==> src/rtl/prog_sequencer.sv <==
// Program sequencer: walks the enabled programs in ascending order, holds the core
// in start for HOLD_CYC cycles per program, then times each run until core_done.
module prog_sequencer #(
  parameter int NUM_PROG = 3,
  parameter int PC_W     = 10,
  parameter int CNT_W    = 16,
  parameter int HOLD_CYC = 2
) (
  input  logic                                            clk,
  input  logic                                            reset,
  input  logic                                            go,
  input  logic [NUM_PROG-1:0]                             prog_mask,
  input  logic [NUM_PROG*PC_W-1:0]                        start_pc_tbl,
  input  logic                                            core_done,
  output logic                                            core_start,
  output logic [PC_W-1:0]                                 core_pc,
  output logic [((NUM_PROG > 1) ? $clog2(NUM_PROG) : 1)-1:0] prog_idx,
  output logic [CNT_W-1:0]                                cyc_cnt,
  output logic                                            cnt_valid,
  output logic                                            busy,
  output logic                                            all_done,
  output logic [NUM_PROG-1:0]                             err
);

  localparam int IDX_W = (NUM_PROG > 1) ? $clog2(NUM_PROG) : 1;

  localparam logic [2:0] S_IDLE = 3'd0;
  localparam logic [2:0] S_LOAD = 3'd1;
  localparam logic [2:0] S_RUN  = 3'd2;
  localparam logic [2:0] S_NEXT = 3'd3;
  localparam logic [2:0] S_FIN  = 3'd4;

  localparam logic [CNT_W-1:0] CNT_MAX   = '1;
  localparam logic [3:0]       HOLD_LAST = 4'(HOLD_CYC - 1);

  logic [2:0]               state;
  logic [3:0]               hold_cnt;
  logic [NUM_PROG-1:0]      mask_q;
  logic [NUM_PROG*PC_W-1:0] pc_tbl_q;

  logic             first_found;
  logic [IDX_W-1:0] first_idx;
  logic             next_found;
  logic [IDX_W-1:0] next_idx;
  logic [IDX_W-1:0] load_idx;
  logic [PC_W-1:0]  load_pc;
  logic             accept_go;

  // Lowest enabled index of the incoming mask (used on go) and of the latched
  // mask above the current program (used from NEXT).
  always_comb begin
    // NOTE: every always_comb output gets a default first so no path leaves it
    // unassigned; otherwise synthesis infers a latch.
    first_found = 1'b0;
    first_idx   = '0;
    next_found  = 1'b0;
    next_idx    = '0;
    for (int i = NUM_PROG - 1; i >= 0; i--) begin
      if (prog_mask[i]) begin
        first_found = 1'b1;
        first_idx   = IDX_W'(i);
      end
      if (mask_q[i] && (i > int'(prog_idx))) begin
        next_found = 1'b1;
        next_idx   = IDX_W'(i);
      end
    end
    // On go the table is latched on the same edge, so read it straight from the port.
    if (state == S_NEXT) begin
      load_idx = next_idx;
      load_pc  = pc_tbl_q[next_idx*PC_W +: PC_W];
    end else begin
      load_idx = first_idx;
      load_pc  = start_pc_tbl[first_idx*PC_W +: PC_W];
    end
    accept_go = go && ((state == S_IDLE) || (state == S_FIN));
  end

  // NOTE: all state below uses non-blocking assignments so every flop samples
  // the pre-edge values regardless of statement order.
  always_ff @(posedge clk or negedge reset) begin
    if (!reset) begin
      state      <= S_IDLE;
      hold_cnt   <= '0;
      mask_q     <= '0;
      pc_tbl_q   <= '0;
      core_start <= 1'b1;
      core_pc    <= '0;
      prog_idx   <= '0;
      cyc_cnt    <= '0;
      cnt_valid  <= 1'b0;
      busy       <= 1'b0;
      all_done   <= 1'b0;
      err        <= '0;
    end else begin
      cnt_valid <= 1'b0;
      case (state)
        S_IDLE, S_FIN: begin
          if (state == S_FIN) state <= S_IDLE;
          if (accept_go) begin
            mask_q   <= prog_mask;
            pc_tbl_q <= start_pc_tbl;
            err      <= '0;
            if (first_found) begin
              state    <= S_LOAD;
              prog_idx <= load_idx;
              core_pc  <= load_pc;
              cyc_cnt  <= '0;
              hold_cnt <= HOLD_LAST;
              busy     <= 1'b1;
              all_done <= 1'b0;
            end else begin
              state    <= S_FIN;
              all_done <= 1'b1;
            end
          end
        end
        S_LOAD: begin
          if (hold_cnt == '0) begin
            state      <= S_RUN;
            core_start <= 1'b0;
            cyc_cnt    <= CNT_W'(1);
          end else begin
            hold_cnt <= hold_cnt - 4'd1;
          end
        end
        S_RUN: begin
          // Done wins over saturation on the same cycle, so err only on a pure timeout.
          if (core_done || (cyc_cnt == CNT_MAX)) begin
            state      <= S_NEXT;
            cnt_valid  <= 1'b1;
            core_start <= 1'b1;
            if (!core_done) err[prog_idx] <= 1'b1;
          end else begin
            cyc_cnt <= cyc_cnt + 1'b1;
          end
        end
        S_NEXT: begin
          if (next_found) begin
            state    <= S_LOAD;
            prog_idx <= load_idx;
            core_pc  <= load_pc;
            cyc_cnt  <= '0;
            hold_cnt <= HOLD_LAST;
          end else begin
            state    <= S_FIN;
            busy     <= 1'b0;
            all_done <= 1'b1;
          end
        end
        default: state <= S_IDLE;
      endcase
    end
  end

endmodule

==> config.mk <==
export PLATFORM = sky130hd
export DESIGN_NAME = prog_sequencer
export DESIGN_NICKNAME = d
export VERILOG_FILES = /design/src/rtl/prog_sequencer.sv
export SDC_FILE = /design/constraint.sdc
export NUM_CORES = 1
export LEC_CHECK = 0
export ABC_AREA = 1
export ABC_CLOCK_PERIOD_IN_PS = 2850
export BUFFER_PORTS_ARGS = -buffer_cell sky130_fd_sc_hd__buf_2
export CAP_MARGIN = 20
export CORE_ASPECT_RATIO = 0.8
export CORE_UTILIZATION = 60
export CTS_BUF_LIST = sky130_fd_sc_hd__clkbuf_4 sky130_fd_sc_hd__clkbuf_8
export DETAILED_ROUTE_END_ITERATION = 7
export PLACE_DENSITY = 0.89
export SYNTH_ARGS = -nofsm -noshare
export SYNTH_HDL_FRONTEND = slang
export SYNTH_SLANG_ARGS = --single-unit
export TNS_END_PERCENT = 20
==> constraint.sdc <==
create_clock -name clk -period 2.85 [get_ports clk]
set_input_delay 0.285 -clock clk [delete_from_list [all_inputs] [get_ports clk]]
set_output_delay 0.285 -clock clk [all_outputs]
set_load 0.01 [all_outputs]
==> results of run 1 <==
## sequential cells by signal, summed over array words and instances, names as in the netlist, 2 cells and up
signal,cells
pc_tbl_q,20
cyc_cnt,16
core_pc,10
hold_cnt,4
err,3
state,3
mask_q,2
prog_idx,2
## cell families (layout without fill, tap and decap cells)
| group | Yosys count | in the layout | share of synthesized area (%) |
|---|---|---|---|
| AND/OR/NAND/NOR | 296 | 296 | 35.8 |
| AO/OA/AOI/OAI | 73 | 73 | 10.9 |
| flip-flops | 64 | 64 | 44.4 |
| buffers and inverters | 61 | 132 | 6.93 |
| XOR/XNOR | 4 | 4 | 0.970 |
| adder cells (fa/ha/maj) | 3 | 3 | 1.04 |
## per-layer routing
layer | vias to the layer above | track usage (%) | part of all wire (%)
li1 | 1729 | - | -
met1 | 1578 | 43.9 | 47
met2 | 199 | 44.9 | 43
met3 | 14 | 9.45 | 8.5
met4 | 0 | 6.27 | 1.4
met5 | - | 0 | 0
## where the power goes
part           internal [mW]  switching (mW)  total (mW)
combinational          0.495           0.960        1.46
clock                  0.484           0.356       0.840
sequential              1.23           0.226        1.46
total                   2.21            1.54        3.75
## stage by stage
| stage | power (mW) | setup WS, ps | util (%) | instance area, sq um |
|---|---|---|---|---|
| after floorplan | 2.48 | 1230 | - | 3610 |
| after global placement | 2.83 | 1040 | 71.2 | 4000 |
| after detailed placement | 2.89 | 914 | 71.2 | 4000 |
| after CTS | 3.73 | 851 | 74.9 | 4210 |
| after global routing | 4.03 | 581 | 74.9 | 4210 |
| final | 3.75 | 797 | 74.9 | 4210 |
## worst paths after layout
path	to	slack (ps)	cells after the start
worst max-delay path	core_pc[3]$_DFFE_PN0P_	800	7
worst min-delay path	cyc_cnt[12]$_DFFE_PN0P_	110	2
worst max register to register	core_pc[3]$_DFFE_PN0P_	800	7
worst min register to register	all_done$_DFFE_PN0P_	480	1
max in group asynchronous	busy$_DFFE_PN0P_	2230	2
min in group clk	pc_tbl_q[29]$_DFFE_PN0P_	150	3
## synthesized netlist by cell type (all sizes together)
cell type and n:
nand2 197, dfrtp 63, o21ai 56, nor2 43, inv 41, nand3 41, buf 11, a31oi 9
clkbuf 7, a21oi 6, nor3 5, or2 5, xor2 4, ha 3, nand3b 3, clkinv 2
nand4 2, a21o 1, dfstp 1, o21a 1
## worst register-to-register path: cells and delay by family, from the launching register on
| family | cells | cell delay, ps |
|---|---|---|
| flops | 1 | 460 |
| simple gates | 4 | 610 |
| buf+inv | 1 | 500 |
| compound gates | 2 | 430 |
## area by class of cell
| cell class | instances | area (sq um) | share of cell area (%) |
|---|---|---|---|
| multi-input combinational | 376 | 1760 | 41.8 |
| clock inverter | 6 | 85.1 | 2.02 |
| tap | 78 | 97.6 | 2.32 |
| clock buffer | 9 | 124 | 2.94 |
| sequential | 64 | 1600 | 38.1 |
| inverter | 43 | 161 | 3.84 |
| timing repair buffer | 74 | 378 | 8.98 |
==> results.toml, run 1 <==
[timing]
timing.hold.ws_ps = 108
worst_pin_slew_ps = 790
fin_tns_setup_ps = 0
hold_violations = 0
grt_setup_unrepaired = "false"
finalClockSkew_ps = 7.98
drv_slew = 0
period_share_pct = 72.0
setup_viol = 0
fin_crit_ps = 2050
slew_headroom_pct = 47.3
fmax_mhz = 487

[critical_path]
worst-path-max-fanout = 22
path_buf_inv = 1
arrival_ps = 2340
critPathLaunchType = "register"
path_cells = "nor2_2 > nand2_1 > inv_1 > o21ai_0 > o21ai_0 > nand2_1 > nand2_1"
cp_slowest_stage_delay_ps = 490
required_ps = 3140
crit_path_start = "state[0]$_DFFE_PN0P_"
r2r_start = "state[0]$_DFFE_PN0P_"
end_kind = "register"
cpMostUsedCell = "nand2_1"
critPathTopFamily = "simple AND/OR/NAND/NOR gates"
critical_path_class = "register to register"
slowest_stage = "inv_1"

[flow_run]
cap_viol_max_count = 0

[global_route]
grt-ovfl-total = 0
track_usage_pct = 30.3
grt_pass1_wl_um = 14400
antenna_found_initial = 0
grt_max_degree = 65
grt_pass1_vias = 3088

[final_layout]
stdcell_count = 650
nFillCells = 441
nets = 608
drive_gt1_share_pct = 20.6
final_common_cell = "nand2_1"
area_growth_pct = 16.5
diodes = 0
final_cell_mix = "189 x nand2_1, 71 x buf_2, 63 x dfrtp_1, 52 x o21ai_0, 39 x nand3_1"

[cts]
htreeDepth = 3
numCtsBuffers = 9
cts_buffer_depth = 2
clock_latency_ps = 350
cts_root_buf = "clkbuf_8"
ctsResizeCount = 0
cts.sinks = 64
path_clk_slew_ps = 70
post_cts_buffers = 0
hold_buffers = 0
cts_tree = "yes"

[yosys]
synth_nets = 541
synthesis.area_sq_um = 3610
synth_area_leaders = "dfrtp_1 44%, nand2_1 20%, o21ai_0 7.2%"
synth_top_area_share_pct = 43.6
postSynthAreaPerCell_sq_um = 7.21
seq_area_frac_synth_pct = 44.4
synth_seq_cells = 64
syn_inst = 501
synth.distinct_cells = 34
synth_warnings = 0
yosysTopAreaCell = "dfrtp_1"

[floorplan]
ios = 72
rows = 24
start_util_pct = 64.3
dieArea_sq_um = 6340
die_w_um = 88.8
die_h_um = 71.4
core_area_sq_um = 5620

[detailed_routing]
viasPerCell = 5.42
vias = 3520
wl_per_cell_um = 13.6
drc = 0
drtIter0Drc = 349
ant_nets = 0
wirelength_um = 8830
drt_first_pass_iters = 5

[power_and_ir_drop]
power_density_nw_per_um2 = 892
ir_drop_mv = 0.523
p_leak_nw = 2.29

[worst_hold_path]
hp-class = "primary input to async pin"

[run_status]
status = "finished, final reports clean"

[place]
place_congestion = 0.904
placement.io_buffers = 71
dp_hpwl_um = 6310
placed_cells = 635
Note: power is estimated with default switching activity, not from simulation.
==> run 2, diff against run 1 <==
Settings changed: ABC_AREA 1 to 0, ABC_CLOCK_PERIOD_IN_PS 2850 to 2120, CORE_UTILIZATION 60 to 56, PLACE_DENSITY 0.89 to 0.85.
Clock period 2.85 ns to 2.12 ns, I/O delays scaled along.
==> run 2 against run 1 <==
Global-route usage up 0.75 points. Combinational power increased by 30%. Sequential share of layout area up 1.4 points. Area after synthesis is 9.2% lower. First-iteration DRC count is 8.9% lower. Hold slack lost 30 ps. Die area down 2.6%. Clock skew grew 0.84 ps. Largest power group unchanged. Register-to-register slack got worse by 680 ps. Via count down 8.7%. Critical path depth down 1. Critical endpoint is now cyc_cnt[5]$_DFFE_PN0P_. Cell area fell by 3.5%.
==> results.toml, run 2 <==
[critical_path]
critPathLaunchType = "register"
path_cells = "ha_1 > nand2_1 > or4_4 > o21ai_2 > nor3_1 > a221o_1"
arrival_ps = 2230
cp_slowest_stage_delay_ps = 530
slowest_stage = "or4_4"
worst-path-max-fanout = 5
required_ps = 2350
end_kind = "register"
critical_path_class = "register to register"

[yosys]
yosysTopAreaCell = "dfrtp_1"
synth_flop_cell = "dfrtp_1"
yosys.area_share.adder_pct = 1.14
synthesis.area_sq_um = 3280
seq_area_frac_synth_pct = 48.9
synth_seq_cells = 64
synthTopCellsByCount = "77 x nand2_1, 63 x dfrtp_1, 32 x nor2_1"
synth_top_area_share_pct = 48.1
yosysMostFrequentCell = "nand2_1"
synth.distinct_cells = 50
synth_top_family_by_area = "simple AND/OR/NAND/NOR gates"
synthArstFlopShare_pct = 100
postSynthAreaPerCell_sq_um = 9.04
synthXorXnorAreaFrac_pct = 0
synth_warnings = 0
synth_edf_count = 0
synth_mux_area_share_pct = 0.458
synthSimpleGateAreaFrac_pct = 24.0
syn_inst = 363
synth_area_leaders = "dfrtp_1 48%, nand2_1 8.8%, nor2_1 3.7%"
synth_compound_area_share_pct = 21.3
synth_nets = 403

[final_layout]
stdcell_count = 530
diodes = 0
largest_reg_flops = 20
drive_gt1_share_pct = 27.2
nets = 487
top_regs = "pc_tbl_q (20), cyc_cnt (16), core_pc (10)"
top_register = "pc_tbl_q"
fin_util_pct = 73.1
area_growth_pct = 23.8
final_common_cell = "nand2_1"
final_cell_mix = "77 x nand2_1, 71 x buf_2, 63 x dfrtp_1, 32 x nor2_1"

[run_status]
status = "finished, final reports clean"

[global_route]
grt_pass1_vias = 2978
antenna_found_initial = 0
track_usage_pct = 31.0
grt_pass1_wl_um = 14300
grt-ovfl-total = 0
grt_max_degree = 26

[cts]
post_cts_buffers = 0
clock_latency_ps = 350
cts_buffer_depth = 2
cts_tree = "yes"
numCtsBuffers = 9
htreeDepth = 3
cts_root_buf = "clkbuf_8"
cts.sinks = 64
path_clk_slew_ps = 70

[place]
placed_cells = 513
place_congestion = 0.894
placement.io_buffers = 71
dp_hpwl_um = 6190

[timing]
period_share_pct = 94.3
hold_violations = 0
setup_viol = 0
fin_tns_setup_ps = 0
grt_setup_unrepaired = "false"
slew_headroom_pct = 67.7
fin_crit_ps = 2000
worst_pin_slew_ps = 484
drv_slew = 0
finalClockSkew_ps = 8.82
fmax_mhz = 500

[detailed_routing]
wl_per_cell_um = 16.7
wirelength_um = 8870
drtIter0Drc = 318
drt_first_pass_iters = 5
vias = 3215
drc = 0
viasPerCell = 6.07
ant_nets = 0

[floorplan]
die_w_um = 87.6
core_area_sq_um = 5560
start_util_pct = 59.1
die_h_um = 70.5
dieArea_sq_um = 6170
ios = 72
rows = 24

[power_and_ir_drop]
p_leak_nw = 2.07
power_density_nw_per_um2 = 1250
ir_drop_mv = 0.937

[worst_hold_path]
hp-class = "primary input to register"

[flow_run]
cap_viol_max_count = 0
[run 2: cell type report]
class	count	area, sq um
tap	78	97.6
fill	409	1490
sequential	64	1600
clock inverter	6	108
multi-input combinational	268	1550
clock buffer	10	131
inverter	11	41.3
timing repair buffer	93	536
[run 2: timing repair]
item / in CTS / in global routing
gates resized for setup: 0 / 1
hold buffers: 1 / 0
setup endpoints to repair: 0 / 1
endpoints found under the hold margin: 20 / 0
[run 2: power breakdown]
| part | internal, mW | switching, mW |
|---|---|---|
| Clock | 0.790 | 0.476 |
| Combinational | 0.785 | 1.11 |
| Sequential | 1.63 | 0.302 |
[run 2: logic make-up (layout without fill, tap and decap cells)]
kind of cell	Yosys count	in the layout
buffers and inverters	31	120
adder cells (fa/ha/maj)	3	3
AO/OA/AOI/OAI	100	100
AND/OR/NAND/NOR	164	164
flip-flops	64	64
multiplexers	1	1
[run 2: worst paths after layout]
| path | from | endpoint | slack (ps) | depth (start not counted) |
|---|---|---|---|---|
| max in group asynchronous | reset | state[2]$_DFFE_PN0P_ | 1080 | 3 |
| min in group asynchronous | reset | cyc_cnt[14]$_DFFE_PN0P_ | 340 | 2 |
| worst min register to register | pc_tbl_q[20]$_DFFE_PN0P_ | pc_tbl_q[20]$_DFFE_PN0P_ | 480 | 2 |
| worst min-delay path | start_pc_tbl[14] | pc_tbl_q[14]$_DFFE_PN0P_ | 80 | 3 |
| worst max-delay path | cyc_cnt[0]$_DFFE_PN0P_ | cyc_cnt[5]$_DFFE_PN0P_ | 120 | 6 |
| worst max register to register | cyc_cnt[0]$_DFFE_PN0P_ | cyc_cnt[5]$_DFFE_PN0P_ | 120 | 6 |
[run 2: per-layer routing]
metal | vias up | track usage [%] | routed length [um]
met5 | - | 0 | 0
met4 | 0 | 10.2 | 142
met3 | 21 | 7.57 | 718
met2 | 189 | 45.3 | 4020
met1 | 1529 | 45.1 | 3990
li1 | 1476 | - | -
[run 2: worst max-delay path: cells and delay by family (launching register included)]
| kind | cells | cell delay (ps) |
|---|---|---|
| AO/OA/AOI/OAI | 2 | 500 |
| adder cells (fa/ha/maj) | 1 | 270 |
| flip-flops | 1 | 400 |
| AND/OR/NAND/NOR | 3 | 720 |
[run 2: metrics by stage]
step	hold WS [ps]	setup WS, ps	cell area, sq um	total power, mW
after floorplan	-83.6	194	3280	3.13
after global placement	178	253	3810	3.68
after detailed placement	180	142	3810	3.77
after CTS	67.1	144	4060	5.06
after global routing	70.1	28.2	4060	5.41
final	77.5	120	4060	5.09
==> run 3, diff against run 2 <==
--- a/config.mk
+++ b/config.mk
@@ -16,2 +16,3 @@
 export PLACE_DENSITY = 0.85
+export SLEW_MARGIN = 20
 export SYNTH_ARGS = -nofsm -noshare
==> constraint.sdc (replaced) <==
create_clock -name clk -period 2.12 [get_ports clk]
set_input_delay 0.424 -clock clk [delete_from_list [all_inputs] [get_ports clk]]
set_output_delay 0.424 -clock clk [all_outputs]
set_load 0.01 [all_outputs]
==> run 3 against run 2 <==
First-iteration DRC count decreased by 10%. Via count decreased by 1.7%. Combinational power is 3% lower. Critical path depth rose by 2. Non-clock buffer count decreased by 2. Power decreased by 2.7%. Setup slack gained 7.4 ps. Clock power decreased by 7%. Hold slack improved by 14 ps. Critical path type unchanged. Highest routed layer unchanged.
==> results.toml, run 3 (synthesis results as in run 2) <==
[power_and_ir_drop]
seq_power_share_pct = 39.0
p_leak_nw = 2.05
power_density_nw_per_um2 = 1230
p_sw_share_pct = 37.0
ir_drop_mv = 0.687
power_frac_clock_pct = 23.8
p_int_mw = 3.12
finalPower_mw = 4.95
switchingPower_mw = 1.83
p_comb_share_pct = 37.2

[timing]
fin_ws_ps = 127
fin_crit_ps = 1990
worst_pin_slew_ps = 499
timing.hold.ws_ps = 91.4
hold_violations = 0
setup_viol = 0
finalClockSkew_ps = 11.7
fin_tns_setup_ps = 0
period_share_pct = 94.0
grt_setup_unrepaired = "false"
drv_slew = 0
slew_headroom_pct = 66.4
fmax_mhz = 502

[final_layout]
stdcell_count = 527
top_register = "pc_tbl_q"
drive_gt1_share_pct = 26.9
area_growth_pct = 22.7
nFillCells = 430
final_cell_mix = "77 x nand2_1, 71 x buf_2, 63 x dfrtp_1, 32 x nor2_1, 20 x o21ai_0"
top_regs = "pc_tbl_q (20), cyc_cnt (16), core_pc (10)"
final_common_cell = "nand2_1"
nets = 485
diodes = 0
largest_reg_flops = 20

[critical_path]
r2r_start = "hold_cnt[0]$_DFFE_PN0P_"
arrival_ps = 2210
r2r_end = "cyc_cnt[3]$_DFFE_PN0P_"
worst-path-max-fanout = 9
required_ps = 2340
critPathLaunchType = "register"
r2r_slack_ps = 130
end_kind = "register"
reg2reg_depth = 8
critical_path_class = "register to register"

[detailed_routing]
drc = 0
viasPerCell = 5.99
ant_nets = 0
wirelength_um = 8480
wl_per_cell_um = 16.1
drt_first_pass_iters = 5
drtIter0Drc = 286
vias = 3159

[run_status]
status = "finished, final reports clean"

[cts]
htreeDepth = 3
cts_buffer_depth = 2
clock_latency_ps = 350
cts_root_buf = "clkbuf_8"
numCtsBuffers = 9
post_cts_buffers = 0
cts.sinks = 64
path_clk_slew_ps = 70
cts_tree = "yes"

[global_route]
grt_max_degree = 65
grt_pass1_wl_um = 13700
track_usage_pct = 29.4
grt-ovfl-total = 0
antenna_found_initial = 0
grt_pass1_vias = 2812

[flow_run]
cap_viol_max_count = 0

[floorplan]
start_util_pct = 59.1
dieArea_sq_um = 6170
die_h_um = 70.5
rows = 24
ios = 72
core_area_sq_um = 5560
die_w_um = 87.6

[worst_hold_path]
hp-class = "primary input to async pin"

[place]
placement.io_buffers = 71
dp_hpwl_um = 5960
placed_cells = 512
place_congestion = 0.868
post-place-ws_ps = 114
## run 3: cell count changes in the layout (fill, tap and decap cells not counted), sizes merged
cell,before,now
clkinv,2,1
clkbuf,10,12
clkinvlp,1,0
dlygate4sd3,1,0
buf,92,91
bufinv,3,2
## run 3: worst max path at each step
stage                     slack, ps                 endpoint                    start  cells after the start
after CTS                       140   cyc_cnt[3]$_DFFE_PN0P_  hold_cnt[0]$_DFFE_PN0P_                      8
after global routing             10  prog_idx[1]$_DFFE_PN0P_     state[0]$_DFFE_PN0P_                      6
after floorplan                 190   cyc_cnt[3]$_DFFE_PN0P_  hold_cnt[0]$_DFFE_PN0P_                      7
after detailed placement        110  prog_idx[1]$_DFFE_PN0P_             prog_mask[1]                      7
final                           130   cyc_cnt[3]$_DFFE_PN0P_  hold_cnt[0]$_DFFE_PN0P_                      8
after global placement          180  prog_idx[0]$_DFFE_PN0P_             prog_mask[1]                      7
## run 3: layout make-up
type,instances,area (sq um),area share [%]
timing repair buffer,91,518,12.9
clock inverter,3,65.1,1.62
tap,78,97.6,2.42
clock buffer,12,159,3.95
multi-input combinational,268,1540,38.3
sequential,64,1600,39.8
inverter,11,41.3,1.03
## run 3: power groups by stage
stage / Combinational [mW] / Sequential [mW] / Clock [mW]
6_report: 1.84 / 1.93 / 1.18
5_1_grt: 2.05 / 1.98 / 1.25
4_1_cts: 1.83 / 1.92 / 1.20
3_5_place_dp: 1.82 / 1.94 / 0
3_3_place_gp: 1.74 / 1.92 / 0
2_1_floorplan: 1.21 / 1.92 / 0
## run 3: critical path, cell delays in order, from the launching register on
cell	delay, ps
dfrtp_1	400
inv_1	90
ha_1	160
nor3b_1	270
o21ai_0	160
a31oi_1	180
nand3_1	90
buf_4	180
a221o_1	340
## run 3: per-stage QoR
stage                     util [%]  cell area [sq um]
final                         72.5               4030
after CTS                     72.4               4020
after global routing          72.5               4030
after detailed placement      68.4               3800
after floorplan                  -               3280
after global placement        68.4               3800
## run 3: per-layer routing
| layer | vias to the layer above | wire (um) | GRT usage, % |
|---|---|---|---|
| li1 | 1482 | - | - |
| met1 | 1496 | 3970 | 45.2 |
| met2 | 165 | 3770 | 40.1 |
| met3 | 16 | 636 | 8.27 |
| met4 | 0 | 107 | 8.74 |
| met5 | - | 0 | 0 |
## run 3: repair_timing
action / CTS / global route
hold endpoints to repair: 0 / 0
endpoints found under the setup margin: 0 / 3
gates resized for setup: 0 / 1
hold buffers: 0 / 0
